--- src/rtl/pfr_spi_bypass_sequencer_pkg.sv ---
// Shared types and helpers for the PFR SPI bypass sequencer.
// Contents: sequencer state enum, mux-select encodings, and the width
// helper for the shared hold/settle down-counter.
package pfr_bypass_pkg;

    typedef enum logic [2:0] {
        ST_INIT,
        ST_PFR,
        ST_RST_ASSERT,
        ST_SWITCH,
        ST_BYPASS
    } state_t;

    localparam logic SEL_PFR  = 1'b1;
    localparam logic SEL_HOST = 1'b0;

    // Bits needed to hold the larger of the two phase lengths.
    function automatic int unsigned cnt_width(input int unsigned a, input int unsigned b);
        int unsigned m;
        m = (a > b) ? a : b;
        return (m < 1) ? 1 : $clog2(m + 1);
    endfunction

endpackage

--- src/rtl/pfr_spi_bypass_sequencer_if.sv ---
// Bus bundle between the PFR core / host chip selects and the flash pins.
// slave : used by pfr_spi_bypass_sequencer (requests and CS in, pins out).
// master: used by the driving side (requests and CS out, pins in).
interface pfr_spi_bypass_sequencer_if #(
    parameter int unsigned NUM_CH = 2
);
    logic              iBypassReq;
    logic [NUM_CH-1:0] iPfrCs_n;
    logic [NUM_CH-1:0] iHostCs_n;
    logic [NUM_CH-1:0] oSecureCs_n;
    logic [NUM_CH-1:0] oMasterSel;
    logic [NUM_CH-1:0] oSpiRst_n;
    logic              oExtRst_n;
    logic              oBypassActive;
    logic              oBusy;

    modport slave (
        input  iBypassReq, iPfrCs_n, iHostCs_n,
        output oSecureCs_n, oMasterSel, oSpiRst_n, oExtRst_n, oBypassActive, oBusy
    );

    modport master (
        output iBypassReq, iPfrCs_n, iHostCs_n,
        input  oSecureCs_n, oMasterSel, oSpiRst_n, oExtRst_n, oBypassActive, oBusy
    );
endinterface

--- src/rtl/pfr_spi_bypass_sequencer_cs_idle_monitor.sv ---
// pfr_cs_idle_monitor: flags when every host chip select has been high for
// CS_IDLE_CYC consecutive cycles. Any low CS restarts the count.
// Ports: iClk, iRst_n (async active-low), iHostCs_n (channels to watch;
// channels not of interest should be tied high), oIdle (registered).
module pfr_cs_idle_monitor #(
    parameter int unsigned NUM_CH      = 2,
    parameter int unsigned CS_IDLE_CYC = 8
) (
    input  logic              iClk,
    input  logic              iRst_n,
    input  logic [NUM_CH-1:0] iHostCs_n,
    output logic              oIdle
);
    localparam int unsigned CNT_W = $clog2(CS_IDLE_CYC + 1);
    localparam logic [CNT_W-1:0] CNT_MAX = CNT_W'(CS_IDLE_CYC);

    logic [CNT_W-1:0] cnt;
    logic [CNT_W-1:0] cnt_nx;

    // Saturating count of consecutive all-high cycles.
    always_comb begin
        cnt_nx = '0;
        if (&iHostCs_n) begin
            cnt_nx = (cnt == CNT_MAX) ? cnt : cnt + 1'b1;
        end
    end

    always_ff @(posedge iClk or negedge iRst_n) begin
        if (!iRst_n) begin
            cnt   <= '0;
            oIdle <= 1'b0;
        end else begin
            cnt   <= cnt_nx;
            oIdle <= (cnt_nx == CNT_MAX);
        end
    end
endmodule

--- src/rtl/pfr_spi_bypass_sequencer.sv ---
// pfr_spi_bypass_sequencer: hands NUM_CH SPI flash channels between the PFR
// master and the host masters through a timed reset/switch/release sequence.
// Ports: iClk, iRst_n (async active-low), bus (pfr_spi_bypass_sequencer_if.slave:
// iBypassReq, iPfrCs_n, iHostCs_n in; oSecureCs_n, oMasterSel, oSpiRst_n,
// oExtRst_n, oBypassActive, oBusy out, all registered).
// Option: PFR_BYPASS_CS_IDLE_CHECK_EN gates each handover on the masked host
// chip selects having been idle for CS_IDLE_CYC cycles.
module pfr_spi_bypass_sequencer
    import pfr_bypass_pkg::*;
#(
    parameter int unsigned       NUM_CH         = 2,
    parameter logic [NUM_CH-1:0] CH_BYPASS_MASK = '1,
    parameter int unsigned       RST_HOLD_CYC   = 200,
    parameter int unsigned       SEL_SETTLE_CYC = 16,
    parameter int unsigned       CS_IDLE_CYC    = 8
) (
    input  logic                       iClk,
    input  logic                       iRst_n,
    pfr_spi_bypass_sequencer_if.slave  bus
);
    localparam int unsigned      CNT_W    = cnt_width(RST_HOLD_CYC, SEL_SETTLE_CYC);
    localparam logic [CNT_W-1:0] HOLD_LD  = CNT_W'(RST_HOLD_CYC - 1);
    localparam logic [CNT_W-1:0] SETTL_LD = CNT_W'(SEL_SETTLE_CYC - 1);
    localparam logic [NUM_CH-1:0] MASK    = CH_BYPASS_MASK;

    // Elaboration-time parameter sanity.
    if (NUM_CH < 1 || NUM_CH > 8) begin : g_bad_num_ch
        $error("NUM_CH must be 1..8");
    end
    if (RST_HOLD_CYC < 1 || SEL_SETTLE_CYC < 1 || CS_IDLE_CYC < 1) begin : g_bad_cyc
        $error("cycle parameters must be >= 1");
    end

    state_t           state, state_nx;
    logic [CNT_W-1:0] cnt, cnt_nx;
    logic             to_host, to_host_nx;
    logic             host_idle;

    logic [NUM_CH-1:0] sel_nx, spi_rst_nx, cs_nx;
    logic              ext_nx, act_nx, busy_nx;
    logic              sel_bit;

`ifdef PFR_BYPASS_CS_IDLE_CHECK_EN
    logic [NUM_CH-1:0] watched_cs;
    logic              idle_hist;

    // Unmasked channels never block a handover.
    assign watched_cs = bus.iHostCs_n | ~MASK;

    pfr_cs_idle_monitor #(
        .NUM_CH      (NUM_CH),
        .CS_IDLE_CYC (CS_IDLE_CYC)
    ) u_idle (
        .iClk      (iClk),
        .iRst_n    (iRst_n),
        .iHostCs_n (watched_cs),
        .oIdle     (idle_hist)
    );

    // History says idle and nothing has gone low in the current cycle.
    assign host_idle = idle_hist & (&watched_cs);
`else
    assign host_idle = 1'b1;
`endif

    // State, phase counter and handover direction.
    always_ff @(posedge iClk or negedge iRst_n) begin
        if (!iRst_n) begin
            state   <= ST_INIT;
            cnt     <= HOLD_LD;
            to_host <= 1'b0;
        end else begin
            state   <= state_nx;
            cnt     <= cnt_nx;
            to_host <= to_host_nx;
        end
    end

    // Next state; the counter saturates at zero and is reloaded on entry.
    always_comb begin
        state_nx   = state;
        cnt_nx     = (cnt == '0) ? cnt : cnt - 1'b1;
        to_host_nx = to_host;
        case (state)
            ST_INIT: begin
                if (cnt == '0) begin
                    state_nx = ST_PFR;
                    cnt_nx   = '0;
                end
            end
            ST_PFR: begin
                if (bus.iBypassReq && host_idle) begin
                    state_nx   = ST_RST_ASSERT;
                    cnt_nx     = HOLD_LD;
                    to_host_nx = 1'b1;
                end
            end
            ST_RST_ASSERT: begin
                if (cnt == '0) begin
                    state_nx = ST_SWITCH;
                    cnt_nx   = SETTL_LD;
                end
            end
            ST_SWITCH: begin
                if (cnt == '0) begin
                    state_nx = to_host ? ST_BYPASS : ST_PFR;
                    cnt_nx   = '0;
                end
            end
            ST_BYPASS: begin
                if (!bus.iBypassReq && host_idle) begin
                    state_nx   = ST_RST_ASSERT;
                    cnt_nx     = HOLD_LD;
                    to_host_nx = 1'b0;
                end
            end
            default: begin
                state_nx = ST_INIT;
                cnt_nx   = HOLD_LD;
            end
        endcase
    end

    // Output decode from the next state so the pins track the state register.
    // ST_INIT resets every flash; elsewhere unmasked channels stay with the PFR.
    always_comb begin
        sel_nx     = '1;
        spi_rst_nx = '1;
        cs_nx      = bus.iPfrCs_n;
        ext_nx     = 1'b1;
        act_nx     = 1'b0;
        busy_nx    = 1'b0;
        sel_bit    = SEL_PFR;
        case (state_nx)
            ST_PFR: begin
            end
            ST_RST_ASSERT: begin
                // Select still holds the side being handed away.
                sel_bit    = to_host_nx ? SEL_PFR : SEL_HOST;
                sel_nx     = (MASK & {NUM_CH{sel_bit}}) | (~MASK & {NUM_CH{SEL_PFR}});
                spi_rst_nx = ~MASK;
                cs_nx      = bus.iPfrCs_n | MASK;
                ext_nx     = 1'b0;
                busy_nx    = 1'b1;
            end
            ST_SWITCH: begin
                sel_bit    = to_host_nx ? SEL_HOST : SEL_PFR;
                sel_nx     = (MASK & {NUM_CH{sel_bit}}) | (~MASK & {NUM_CH{SEL_PFR}});
                spi_rst_nx = ~MASK;
                cs_nx      = bus.iPfrCs_n | MASK;
                ext_nx     = 1'b0;
                busy_nx    = 1'b1;
            end
            ST_BYPASS: begin
                sel_bit = SEL_HOST;
                sel_nx  = (MASK & {NUM_CH{sel_bit}}) | (~MASK & {NUM_CH{SEL_PFR}});
                cs_nx   = (bus.iPfrCs_n & ~MASK) | (bus.iHostCs_n & MASK);
                act_nx  = 1'b1;
            end
            default: begin
                spi_rst_nx = '0;
                cs_nx      = '1;
                ext_nx     = 1'b0;
                busy_nx    = 1'b1;
            end
        endcase
    end

    // Output registers.
    always_ff @(posedge iClk or negedge iRst_n) begin
        if (!iRst_n) begin
            bus.oMasterSel    <= '1;
            bus.oSpiRst_n     <= '0;
            bus.oSecureCs_n   <= '1;
            bus.oExtRst_n     <= 1'b0;
            bus.oBypassActive <= 1'b0;
            bus.oBusy         <= 1'b1;
        end else begin
            bus.oMasterSel    <= sel_nx;
            bus.oSpiRst_n     <= spi_rst_nx;
            bus.oSecureCs_n   <= cs_nx;
            bus.oExtRst_n     <= ext_nx;
            bus.oBypassActive <= act_nx;
            bus.oBusy         <= busy_nx;
        end
    end
endmodule

--- src/flat_wrapper.sv ---
// flat-port wrapper written by rule: the top's interface ports become plain ports
module pfr_spi_bypass_sequencer_flat import pfr_bypass_pkg::*;
#(
    parameter int unsigned       NUM_CH         = 2,
    parameter logic [NUM_CH-1:0] CH_BYPASS_MASK = '1,
    parameter int unsigned       RST_HOLD_CYC   = 200,
    parameter int unsigned       SEL_SETTLE_CYC = 16,
    parameter int unsigned       CS_IDLE_CYC    = 8
)
  (iClk, iRst_n, bus_iBypassReq, bus_iPfrCs_n, bus_iHostCs_n, bus_oSecureCs_n, bus_oMasterSel, bus_oSpiRst_n, bus_oExtRst_n, bus_oBypassActive, bus_oBusy);
  pfr_spi_bypass_sequencer_if #(.NUM_CH(NUM_CH)) bus_i ();
  input  logic iClk;
  input  logic iRst_n;
  input wire logic [$bits(bus_i.iBypassReq)-1:0] bus_iBypassReq;
  input wire logic [$bits(bus_i.iPfrCs_n)-1:0] bus_iPfrCs_n;
  input wire logic [$bits(bus_i.iHostCs_n)-1:0] bus_iHostCs_n;
  output wire logic [$bits(bus_i.oSecureCs_n)-1:0] bus_oSecureCs_n;
  output wire logic [$bits(bus_i.oMasterSel)-1:0] bus_oMasterSel;
  output wire logic [$bits(bus_i.oSpiRst_n)-1:0] bus_oSpiRst_n;
  output wire logic [$bits(bus_i.oExtRst_n)-1:0] bus_oExtRst_n;
  output wire logic [$bits(bus_i.oBypassActive)-1:0] bus_oBypassActive;
  output wire logic [$bits(bus_i.oBusy)-1:0] bus_oBusy;
  assign bus_i.iBypassReq = bus_iBypassReq;
  assign bus_i.iPfrCs_n = bus_iPfrCs_n;
  assign bus_i.iHostCs_n = bus_iHostCs_n;
  assign bus_oSecureCs_n = bus_i.oSecureCs_n;
  assign bus_oMasterSel = bus_i.oMasterSel;
  assign bus_oSpiRst_n = bus_i.oSpiRst_n;
  assign bus_oExtRst_n = bus_i.oExtRst_n;
  assign bus_oBypassActive = bus_i.oBypassActive;
  assign bus_oBusy = bus_i.oBusy;
  pfr_spi_bypass_sequencer #(.NUM_CH(NUM_CH), .CH_BYPASS_MASK(CH_BYPASS_MASK), .RST_HOLD_CYC(RST_HOLD_CYC), .SEL_SETTLE_CYC(SEL_SETTLE_CYC), .CS_IDLE_CYC(CS_IDLE_CYC)) u_core (.iClk(iClk), .iRst_n(iRst_n), .bus(bus_i));
endmodule
--- config.mk ---
export PLATFORM = sky130hd
export DESIGN_NAME = pfr_spi_bypass_sequencer_flat
export DESIGN_NICKNAME = d
export VERILOG_FILES = /design/src/rtl/pfr_spi_bypass_sequencer_pkg.sv /design/src/rtl/pfr_spi_bypass_sequencer_if.sv /design/src/rtl/pfr_spi_bypass_sequencer_cs_idle_monitor.sv /design/src/rtl/pfr_spi_bypass_sequencer.sv /design/src/flat_wrapper.sv
export SDC_FILE = /design/constraint.sdc
export NUM_CORES = 1
export LEC_CHECK = 0
export ABC_AREA = 1
export ABC_CLOCK_PERIOD_IN_PS = 1800
export BUFFER_PORTS_ARGS = -buffer_cell sky130_fd_sc_hd__buf_2
export CORE_AREA = 2 2 50 52
export DETAILED_ROUTE_END_ITERATION = 7
export DIE_AREA = 0 0 52 54
export GPL_TIMING_DRIVEN = 0
export PLACE_DENSITY = 0.75
export SLEW_MARGIN = 0
export SYNTH_ARGS = -nofsm -noshare
export SYNTH_HDL_FRONTEND = slang
export SYNTH_SLANG_ARGS = --single-unit
--- constraint.sdc ---
create_clock -name iClk -period 1.8 [get_ports iClk]
set_input_delay 0.27 -clock iClk [delete_from_list [all_inputs] [get_ports iClk]]
set_output_delay 0.27 -clock iClk [all_outputs]
set_load 0.05 [all_outputs]
==> metrics.md <==
| Metric | Value |
|---|---|
| Max incr delay on CP | `0.55 ns` |
| Hold-critical path depth | `3` |
| CTS Buffer Depth | `2` |
| Area Overhead vs Synth | `16.6%` |
| Post-synthesis sequential area ratio | `42.3%` |
| Gp weighted congestion | `just under 0.8` |
| CTS root buf | `clkbuf_4` |
| Die height | `54 um` |
| PortBufs | `15` |
| Worst-Margin Slew | `0.402 ns` |
| Hold WS | `0.195 ns` |
| Slowest CP cell | `dfstp_2` |
| Reg-to-reg setup timing slack | `0.12 ns` |
| Number of global-route vias before repair | `800` |
| GR Overflow Total | `0` |
| Mapped Cells | `130` |
| Number of distinct library cells after synthesis | `26` |
| RR Endpoint | `u_core.cnt[0]` |
| Share of cells above drive strength 1 | `about two fifths` |
| Highest Clock Rate | `0.594 GHz` |
| DR WL/cell | `11.2 um` |
| ANT cells | `0` |
| Max Transition Viols Final | `0` |
| Status | `finished, final reports clean` |
| Clk_skew | `0.0126 ns` |
| Largest net degree at the start of global routing | `19` |
| Total Power | `slightly below 0.7 mW` |
| Row Count | `18` |
| Synth top area share | `21.6%` |
| DRT antenna net count | `0` |
| Synthesized flop and latch total | `18` |
| Hold Crit Class | `in -> reg` |
| Post-synth net total | `140` |
| Post-Route WL | `2040 um` |
| PwrDens | `537 nW/um2` |
| Maximum fanout along the worst path | `5` |
| Worst Path Buf+Inv | `2` |
| Synthesized area | `1090 um2` |
| CTS H-tree lvls | `1` |
| Worst r2r path cells | `9` |
| DP Wirelength | `about 1600 um` |
| Crit-path cells | `inv_1, ha_2, nand2_2, nor2_8, inv_1, ha_1, nand2_1, nand2_1, o2111ai_1` |
| CP delay by family, top | `flip-flops` |
| RSZ-0062 raised after global routing | `false` |
| CTS tree | `yes` |
| Syn_area_per_cell | `8.40 um2` |
| Fin nets | `approximately 160` |
| Max Cap Violations | `0` |
| # setup viols final | `0` |
| Synth area leader | `dfstp_2` |
| Starting Density | `47.1%` |
| Via count | `902` |
| Endpoints failing hold | `0` |
| Reg2reg start | `u_core.cnt[0]` |
| Die area | `2810 um2` |
| Clock sink count | `18` |
| Warnings from Yosys | `0` |
| IO Count | `16` |
| Clk Latency, worst-skew pair | `0.30 ns` |
| Relative slew slack | `approximately 73%` |
| Fin crit period | `between 1.5 and 2 ns` |
| Kind of critical path | `reg -> reg` |
| # DRC | `0` |
| CTS buffer count | `3` |
| GRT Resource Usage Total | `16.0%` |
| Startpoint type of the worst setup path | `flip-flop` |
| Synth area leaders | `dfstp_2 (22%), dfrtp_1 (21%), nand2_1 (7.9%), nand3_2 (6.4%), nor2_1 (5.5%)` |
| Leakage | `0.635 nW` |
| WP data required | `2.03 ns` |
| Worst setup path end | `u_core.cnt[0]` |
| Initial antenna violation count | `0` |
| Core region area | `between 2000 and 2500 um2` |
| CP endpoint kind | `flip-flop` |
| Arr. time, crit path | `1.91 ns` |
| Stages on worst setup path | `9` |
| CP startpoint | `u_core.cnt[0]` |
| Initial drt markers | `30` |
| Maximum vdd drop | `~0.44 mV` |
| First-pass GRT wire length | `3250 um` |
| Detailed Routing Iterations Pass 1 | `4` |
| Vias per std cell | `4.96` |
| Non-Filler Instances | `182` |
| Post-route clock period utilization | `93.5%` |
| Inst Count DP | `around 180` |
| CTS clk-pin slew, worst paths | `0.12 ns` |
| Chip Width | `around 52 um` |
==> worst min path at each step <==
stage,start,endpoint,slack (ns)
after detailed placement,iRst_n,u_core.cnt[3],0.22
after global placement,iRst_n,u_core.state[1],0.22
final,bus_iHostCs_n[1],u_core.bus.oSecureCs_n[1],0.19
after global routing,bus_iHostCs_n[1],u_core.bus.oSecureCs_n[1],0.20
after floorplan,iRst_n,u_core.bus.oBypassActive,-0.03
after CTS,bus_iHostCs_n[1],u_core.bus.oSecureCs_n[1],0.19
==> registers in the layout, summed over array words and instances (netlist names) <==
signal / cells
u_core.bus.oBusy: 1
u_core.bus.oBypassActive: 1
u_core.bus.oMasterSel: 1
u_core.bus.oSecureCs_n: 2
u_core.bus.oSpiRst_n: 1
u_core.cnt: 8
u_core.state: 3
u_core.to_host: 1
==> kinds of logic (layout without fill, tap and decap cells) <==
| logic type | after synthesis | count (layout) | share of synthesized area (%) |
|---|---|---|---|
| and+or+nand+nor | 70 | 70 | 36.2 |
| xor gates and xnor gates | 2 | 2 | 1.60 |
| adders and majority gates | 3 | 3 | 3.44 |
| DFF | 18 | 18 | 42.3 |
| AOI/OAI and AO/OA | 16 | 16 | 8.25 |
| buffers and inverters | 21 | 43 | 8.25 |
==> routing by layer <==
layer / GRT usage [%] / up-vias / part of all wire (%)
met5: 0 / - / 0
li1: - / 455 / -
met1: 18.1 / 429 / 43
met4: 5.26 / 0 / 0.34
met3: 3.33 / 2 / 2.6
met2: 30.0 / 16 / 54
==> cells in the mapped netlist <==
master     number
or2_2           1
ha_1            3
nand4_1         3
nor2_1         16
inv_1          14
a21oi_1         4
buf_4           3
a21oi_2         1
xor2_1          1
nor2_2          4
xnor2_1         1
nand3_1         6
nand2_4         4
o21ai_1         2
inv_2           4
dfstp_2         9
o2111ai_1       1
nor2_8          1
o21ai_0         7
nand3_2         7
dfrtp_1         9
nand2_2         2
nand2_1        23
nor2_4          1
nor3_1          2
o21bai_1        1
==> where the power goes <==
group	switching, mW	internal (mW)
Clock	0.133	0.123
Combinational	0.0132	0.00731
Sequential	0.00102	0.407
Total	0.147	0.537
==> timing repair <==
action	CTS	global route
gates resized for setup	1	4
endpoints found under the hold margin	9	0
endpoints found under the setup margin	1	8
buffers inserted	2	0
pin swaps	1	0
hold buffers	1	0
==> layout by cell type (no fill, tap or decap), drive strengths merged <==
master,netlist,final
ha,3,3
inv,18,18
buf,3,20
nor3,2,2
xnor2,1,1
clkbuf,0,4
nand4,3,3
o2111ai,1,1
a21oi,5,5
nor2,22,22
or2,1,1
nand3,13,13
o21bai,1,1
dfstp,9,9
dfrtp,9,9
nand2,29,29
o21ai,9,9
dlygate4sd3,0,1
xor2,1,1
==> metrics by stage <==
stage	cell area (um2)	util [%]	setup TNS (ns)	setup slack, ns
final	1270	54.9	0	0.118
after global routing	1270	54.9	0	0.00224
after CTS	1270	54.7	0	0.0384
after detailed placement	1200	51.9	-0.0770	-0.0770
after global placement	1200	51.9	-0.0375	-0.0375
after floorplan	1090	-	0	0.108
==> worst min-delay path, cell delays in order <==
cell and delay (ns):
buf_2 0.08, nand2_1 0.05, nand3_2 0.06
==> area by class of cell <==
cell class	instances	area (um2)
Clock buffer	4	36.3
Fill cell	211	1050
Timing Repair Buffer	18	100
Tap cell	30	37.5
Sequential cell	18	462
Buffer	3	22.5
Inverter	18	67.6
Multi-Input combinational cell	91	548
Note: power is estimated with default switching activity, not from simulation.
